[src/rtl/motor_pkg.sv]
// Shared types and helpers for the motor PWM drive: FSM state encoding,
// PWM geometry constants and the saturating wheel-duty mixer.
package motor_pkg;

    typedef enum logic [1:0] {
        ST_IDLE  = 2'd0,
        ST_RUN   = 2'd1,
        ST_FAULT = 2'd2
    } state_t;

    localparam int unsigned PWM_MAX    = 15;
    localparam int unsigned PWM_PERIOD = 15;

    // speed + off, evaluated 7-bit signed, clamped to 0..PWM_MAX
    function automatic logic [3:0] mix_sat(input logic [3:0] speed,
                                           input logic signed [5:0] off);
        logic signed [6:0] sum;
        sum = signed'({3'b000, speed}) + signed'({off[5], off});
        if (sum < 7'sd0)
            mix_sat = 4'd0;
        else if (sum > signed'(7'(PWM_MAX)))
            mix_sat = 4'(PWM_MAX);
        else
            mix_sat = sum[3:0];
    endfunction

endpackage

[src/rtl/motor_mix.sv]
// Differential-steering mixer: converts speed/direction into saturated
// left and right wheel duties. Purely combinational.
module motor_mix
    import motor_pkg::*;
#(
    parameter int unsigned DIR_CENTER = 8
) (
    input  logic [3:0] speed,
    input  logic [3:0] dir,
    output logic [3:0] duty_l,
    output logic [3:0] duty_r
);

    logic signed [5:0] off;

    assign off    = signed'({2'b00, dir}) - signed'(6'(DIR_CENTER));
    assign duty_l = mix_sat(speed, off);
    assign duty_r = mix_sat(speed, -off);

endmodule

[src/rtl/motor_pwm_drive.sv]
// Two-channel motor PWM drive with period-boundary duty shadowing.
// Optional command watchdog enabled by defining MOTOR_PWM_WATCHDOG_EN.
module motor_pwm_drive
    import motor_pkg::*;
#(
    parameter int unsigned CLK_DIV     = 4,
    parameter int unsigned DIR_CENTER  = 8,
    parameter int unsigned WDT_PERIODS = 32
) (
    input  logic       clk,
    input  logic       rst,
    input  logic       en,
    input  logic [3:0] speed,
    input  logic [3:0] dir,
    input  logic       cmd_valid,
    output logic       pwm_l,
    output logic       pwm_r,
    output logic       period_start,
    output logic       fault,
    output logic [1:0] state
);

    state_t      state_q, state_next;
    logic [15:0] presc;
    logic [3:0]  cnt;
    logic [3:0]  act_l, act_r;
    logic [3:0]  duty_l, duty_r;
    logic        tick, period_end, run_stay, wdt_expire;

    motor_mix #(.DIR_CENTER(DIR_CENTER)) u_mix (
        .speed  (speed),
        .dir    (dir),
        .duty_l (duty_l),
        .duty_r (duty_r)
    );

    assign tick       = (presc == 16'(CLK_DIV - 1));
    assign period_end = tick && (cnt == 4'(PWM_PERIOD - 1));
    assign run_stay   = (state_q == ST_RUN) && (state_next == ST_RUN);
    assign state      = state_q;

`ifdef MOTOR_PWM_WATCHDOG_EN
    logic [7:0] wdt;

    // cmd_valid beats a same-cycle period end, so the clear takes priority
    always_ff @(posedge clk or posedge rst) begin
        if (rst)
            wdt <= '0;
        else if (state_q != ST_RUN || cmd_valid)
            wdt <= '0;
        else if (period_end)
            wdt <= wdt + 8'd1;
    end

    assign wdt_expire = (state_q == ST_RUN) && period_end && !cmd_valid &&
                        (wdt == 8'(WDT_PERIODS - 1));
    assign fault      = (state_q == ST_FAULT);
`else
    logic unused_wdt;
    assign unused_wdt = ^{cmd_valid, 8'(WDT_PERIODS)};
    assign wdt_expire = 1'b0;
    assign fault      = 1'b0;
`endif

    always_comb begin
        state_next = state_q;
        case (state_q)
            ST_IDLE:  if (en) state_next = ST_RUN;
            ST_RUN: begin
                if (!en)
                    state_next = ST_IDLE;
                else if (wdt_expire)
                    state_next = ST_FAULT;
            end
            ST_FAULT: if (!en) state_next = ST_IDLE;
            default:  state_next = ST_IDLE;
        endcase
    end

    // Outputs key off the next state so leaving RUN silences them on the same edge
    always_ff @(posedge clk or posedge rst) begin
        if (rst) begin
            state_q      <= ST_IDLE;
            presc        <= '0;
            cnt          <= '0;
            act_l        <= '0;
            act_r        <= '0;
            pwm_l        <= 1'b0;
            pwm_r        <= 1'b0;
            period_start <= 1'b0;
        end else begin
            state_q <= state_next;
            if (run_stay) begin
                presc <= tick ? '0 : presc + 16'd1;
                if (tick)
                    cnt <= (cnt == 4'(PWM_PERIOD - 1)) ? '0 : cnt + 4'd1;
                if (period_end) begin
                    act_l <= duty_l;
                    act_r <= duty_r;
                end
            end else begin
                presc <= '0;
                cnt   <= '0;
                act_l <= '0;
                act_r <= '0;
            end
            pwm_l        <= (state_next == ST_RUN) && (cnt < act_l);
            pwm_r        <= (state_next == ST_RUN) && (cnt < act_r);
            period_start <= run_stay && period_end;
        end
    end

endmodule
[config.mk]
export PLATFORM = sky130hd
export DESIGN_NAME = motor_pwm_drive
export DESIGN_NICKNAME = d
export VERILOG_FILES = /design/src/rtl/motor_pkg.sv /design/src/rtl/motor_mix.sv /design/src/rtl/motor_pwm_drive.sv
export SDC_FILE = /design/constraint.sdc
export NUM_CORES = 1
export LEC_CHECK = 0
export BUFFER_PORTS_ARGS = -buffer_cell sky130_fd_sc_hd__buf_2
export CAP_MARGIN = 30
export CORE_ASPECT_RATIO = 0.9
export CORE_UTILIZATION = 60
export CTS_CLUSTER_SIZE = 12
export DETAILED_ROUTE_END_ITERATION = 8
export GPL_ROUTABILITY_DRIVEN = 0
export PLACE_DENSITY = 0.8
export SETUP_SLACK_MARGIN = 0.5
export SLEW_MARGIN = 20
export SYNTH_ARGS = -nofsm -noshare
export SYNTH_HDL_FRONTEND = slang
export SYNTH_SLANG_ARGS = --single-unit
[constraint.sdc]
create_clock -name clk -period 2.61 [get_ports clk]
set_clock_uncertainty 0.1 [all_clocks]
set_input_delay 0.3915 -clock clk [delete_from_list [all_inputs] [get_ports clk]]
set_output_delay 0.3915 -clock clk [all_outputs]
set_load 0.01 [all_outputs]
### After elaboration in Yosys (flattened, before gate mapping)

Cells that the tools add are included.
W data, S select, Z words.

* reduce and logical (&&, ||, !) cells: 7
* muxes and demuxes: 16
* $lt $le $gt $ge: 6
* $add $sub $neg: 6
* equality and inequality tests: 7

Operators by type and width (number)
* $mux W4: 11
* $mux W16: 2
* $add A16 B1 Y16 const B: 1
* $eq A16 B2 Y1 const B: 1
* $gt A7 B5 Y1 const B: 2
* $lt A7 B1 Y1 const B: 2
* $lt A4 B4 Y1: 2
* $add A5 B6 Y7: 1
* $add A5 B5 Y6: 1
* $neg A5 Y6: 1
* $logic_and A1 B1 Y1: 5
* $sub A4 B4 Y5 const B: 1
* $add A4 B1 Y4 const B: 1
* $eq A2 B1 Y1 const B: 2
* $eq A4 B4 Y1 const B: 1
* $mux W2: 2
* $ne A2 B2 Y1 const B: 2
* $pmux W2 S2: 1
* $eq A2 B2 Y1 const B: 1
* $logic_not A2 Y1: 1
* $reduce_or A2 Y1: 1

* flip-flop bits (word level): 33
* bits of input ports: 12
* word-level logic and storage cells: 50
* output and inout bits: 6

### Depth between registers and ports, before layout

* depth in word-level cells: 8
* mapped depth: 9
* depth with buffers taken out: 9

### Cells and area by module

From an unflattened synthesis, not the netlist that was laid out.

* cell total of the unflattened synthesis: 263
* area total of the unflattened synthesis: 2399.8 um2

Modules (own cells, without submodules)
* motor_pwm_drive: instances 1, cells an instance 187, sequential area each 825.8 um2, area an instance 1836.8 um2
* motor_mix: instances 1, cells an instance 76, sequential area each 0.0 um2, area an instance 563.0 um2

### Least setup slack after synthesis

Ideal clock, no wire load.

* path type: reg-to-reg
* from: register state_q[0] (netlist: state[0])
* to: register act_r[3]
* data arrival time: 1.898 ns
* setup slack: 0.502 ns
* period minus slack after synthesis: 2.108 ns
* library setup time: 0.110 ns
* cell stages (with the launch flop): 8
* buffers on the path: 1
* required time: 2.400 ns
* cells stage by stage: dfrtp_1 inv_1 ha_1 and4bb_2 a211oi_2 or2_4 buf_2 o41ai_1

* longest elaborated chain between the ends: 6
* elaborated cells on any way between the ends: 11
* those cells by class: 4 x eq/ne; 4 x mux; 3 x reduce/logical

RTL lines
* from (decl): RTL line motor_pwm_drive.sv:23 `state_t state_q, state_next;`
* from (signal assigned): RTL line motor_pwm_drive.sv:92 `state_q <= state_next;`
* $eq A2 B1 Y1 or $eq A2 B2 Y1 (tied branches): RTL line motor_pwm_drive.sv:39, motor_pwm_drive.sv:67
* $reduce_or A2 Y1 (no source line)
* $pmux W2 S2: RTL line motor_pwm_drive.sv:67 `case (state_q)`
* $eq A2 B1 Y1: RTL line motor_pwm_drive.sv:39 `assign run_stay = (state_q == ST_RUN) && (state_next == ST_RUN);`
* $logic_and A1 B1 Y1 *: RTL line motor_pwm_drive.sv:39
* $ne A2 B2 Y1 (no source line) or $mux W4 (tied branches)
* to (signal assigned): RTL line motor_pwm_drive.sv:99 `act_r <= duty_r;`
* to (decl): RTL line motor_pwm_drive.sv:26 `logic [3:0] act_l, act_r;`

Every way passes the cells marked *; elsewhere a longest branch is shown, timed or not.
A chain may end at the register's enable or synchronous reset.

### Worst setup path in the final report

* from: register state_q[0] (netlist: state[0])
* to: register act_r[1]

Same word-level chain as after synthesis.

==> reports/metrics.csv <==
metric,value,unit
status,completed,
P per Cell Area,605,nW/µm²
Arrival @ worst endpoint,2.17,ns
Yosys Warn Count,0,
"most common cell after layout, fill and taps aside",nor2_1,
"FF+latch count, synth",33,
Initial DRC Count,95,
final wirelength,4.32,mm
Post-synth EDFFs,0,
vias in the first global route,1650,
Mapped Avg Cell Area,9.46,µm²
WL/cell,13.9,µm
most frequent cells in the layout,"nor2_1, dfrtp_1, ha_1",
CTS buffer count,5,
Design Power,1.59,mW
Setup CP Type,flip-flop to flip-flop,
starting density of the core,65.1,%
area of the multi-input gates,1400,µm²
ranking of synthesized cells by area,"dfrtp_1, ha_1, nor2_1",
Final nets,302,
max frequency,489,MHz
via/cell ratio,5.66,
Vias,1761,
RSZ-0062 raised after global routing,true,
Die H,60.5,µm
worst-skew pair later-pin latency,0.29,ns
crit share post-route,78.3,%
Worst VDD drop,0.289,mV
DRT Pass-1 Iters,5,
Max Root-Sink Buffers,2,
Hold/Removal Path Class,input port to async pin,
placed cell area,2390,µm²
"Slew Viols, Final",0,
CTS tree,built,
Worst setup SP type,flip-flop,
# fillers,254,
Ports,18,
root buffer cell,clkbuf_8,
layout cells sized above 1,21.3,%
full die area,4050,µm²
core area,3500,µm²
first-pass GRT wire length,7.18,mm
"antenna viol nets, final",0,
top_reg_cell synth,dfrtp_1,
Tot GR Track Use,24.0,%
area grow syn2layout,15.0,%
CP Capture Type,flip-flop,
Synth area leader,dfrtp_1,
storage element area,827,µm²
Syn Inst Count,241,
drc violations,0,
I/O Buffers,15,
initial antenna violation count,0,
n_diodes,0,
number of H-tree levels,2,
Synth async-reset ratio,100,%
DIE WIDTH,67.0,µm
CP max FO,6,
Hold WS,0.0840,ns
top cell type's share of synthesized area,36.2,%
"Req. time, crit path",2.74,ns
clock slew at reported path FFs,0.07,ns
minimum clock period,2.04,ns
post-synthesis sequential area ratio,36.2,%
Synth cell types,54,
largest net degree at the start of global routing,34,
final hold vios,0,
Congestion Overflow GR,0,
post-route cell area,2620,µm²
Synth Net Count,277,
final setup fails,0,
# clock sinks,33,
setup TNS,0,ns
leak pwr,1.21,nW
Post-Syn Area,2280,µm²
FP Rows,20,
Max Cap Viol,0,
HPWL after DPL,3.05,mm
[power by group]
group	total [mW]	leakage (nW)	switching, mW	internal [mW]
Sequential	0.564	0.457	0.0301	0.534
Clock	0.503	0.0574	0.193	0.310
Combinational	0.521	0.692	0.286	0.235
[layer usage]
layer	global-route usage (%)	wire length, µm
met4	8.21	50
met1	31.2	2070
met5	0	0
met3	4.70	113
met2	40.3	2090
[cells by family (layout without fill, tap and decap cells)]
kind of cell,Yosys count,in the layout,synth area share (%)
other cells,1,1,0.164
fa+ha+maj,25,25,14.3
compound gates,37,37,11.4
buf+inv,26,52,4.77
mux,4,4,1.81
simple gates,98,98,24.8
xor+xnor,17,17,6.53
flops,33,33,36.2
[cell type report]
cell class / count / share of cell area [%]
multi-input cells: 182 / 53.3
flip-flops and latches: 33 / 31.5
repair buffers: 24 / 5.58
clock buffers: 6 / 3.15
inverters: 20 / 2.86
well taps: 44 / 2.10
clock inverters: 2 / 1.43
[stage by stage]
stage | setup WS [ns] | utilization (%) | instances
finish | 0.567 | 74.9 | 311
global route | 0.481 | 74.9 | 311
CTS | 0.514 | 73.4 | 310
detailed placement | 0.380 | 68.3 | 296
global placement | 0.403 | 68.3 | 296
floorplan | 0.502 | - | 241
[final timing paths]
kind / end / slack (ns) / cells after the start / from
max in group asynchronous: state[0] / 2.01 / 3 / rst
worst max register to register: act_r[1] / 0.57 / 8 / state[0]
min in group clk: state[0] / 0.34 / 3 / en
worst min-delay path: presc[4] / 0.08 / 3 / rst
worst max-delay path: act_r[1] / 0.57 / 8 / state[0]
worst min register to register: presc[0] / 0.39 / 1 / presc[0]
[sequential cells by signal, summed over array words and instances (netlist names)]
name / count
act_r: 4
pwm_r: 1
act_l: 4
state: 2
pwm_l: 1
period_start: 1
presc: 16
cnt: 4
[synth_stat cells (all sizes together) (2+ instances only)]
| cell | n |
|---|---|
| dfrtp | 33 |
| nor2 | 33 |
| ha | 22 |
| inv | 20 |
| xor2 | 14 |
| nand2 | 13 |
| nand3 | 11 |
| a21oi | 7 |
| nor3 | 7 |
| o21ai | 7 |
| a211oi | 5 |
| a22oi | 5 |
| buf | 5 |
| nand2b | 5 |
| and3 | 4 |
| nand4 | 4 |
| or2 | 4 |
| a22o | 3 |
| mux2i | 3 |
| nor4 | 3 |
| xnor2 | 3 |
| a21boi | 2 |
| a21o | 2 |
| and4 | 2 |
| and4bb | 2 |
| fa | 2 |
| nand3b | 2 |
| nor3b | 2 |
[worst max-delay path, cell delays in order (launching register included)]
cell and delay (ns):
dfrtp_2 0.46, inv_2 0.09, ha_4 0.20, and4bb_2 0.33
a211oi_4 0.05, or2_4 0.26, buf_4 0.15, nor3_4 0.19
a22o_1 0.15
[repair_timing]
action,4_1_cts,5_1_grt
pin swaps,1,5
endpoints found under the setup margin,20,25
setup buffers,6,1
hold buffers,0,0
gates resized for setup,2,11
Note: power is estimated with default switching activity, not from simulation.
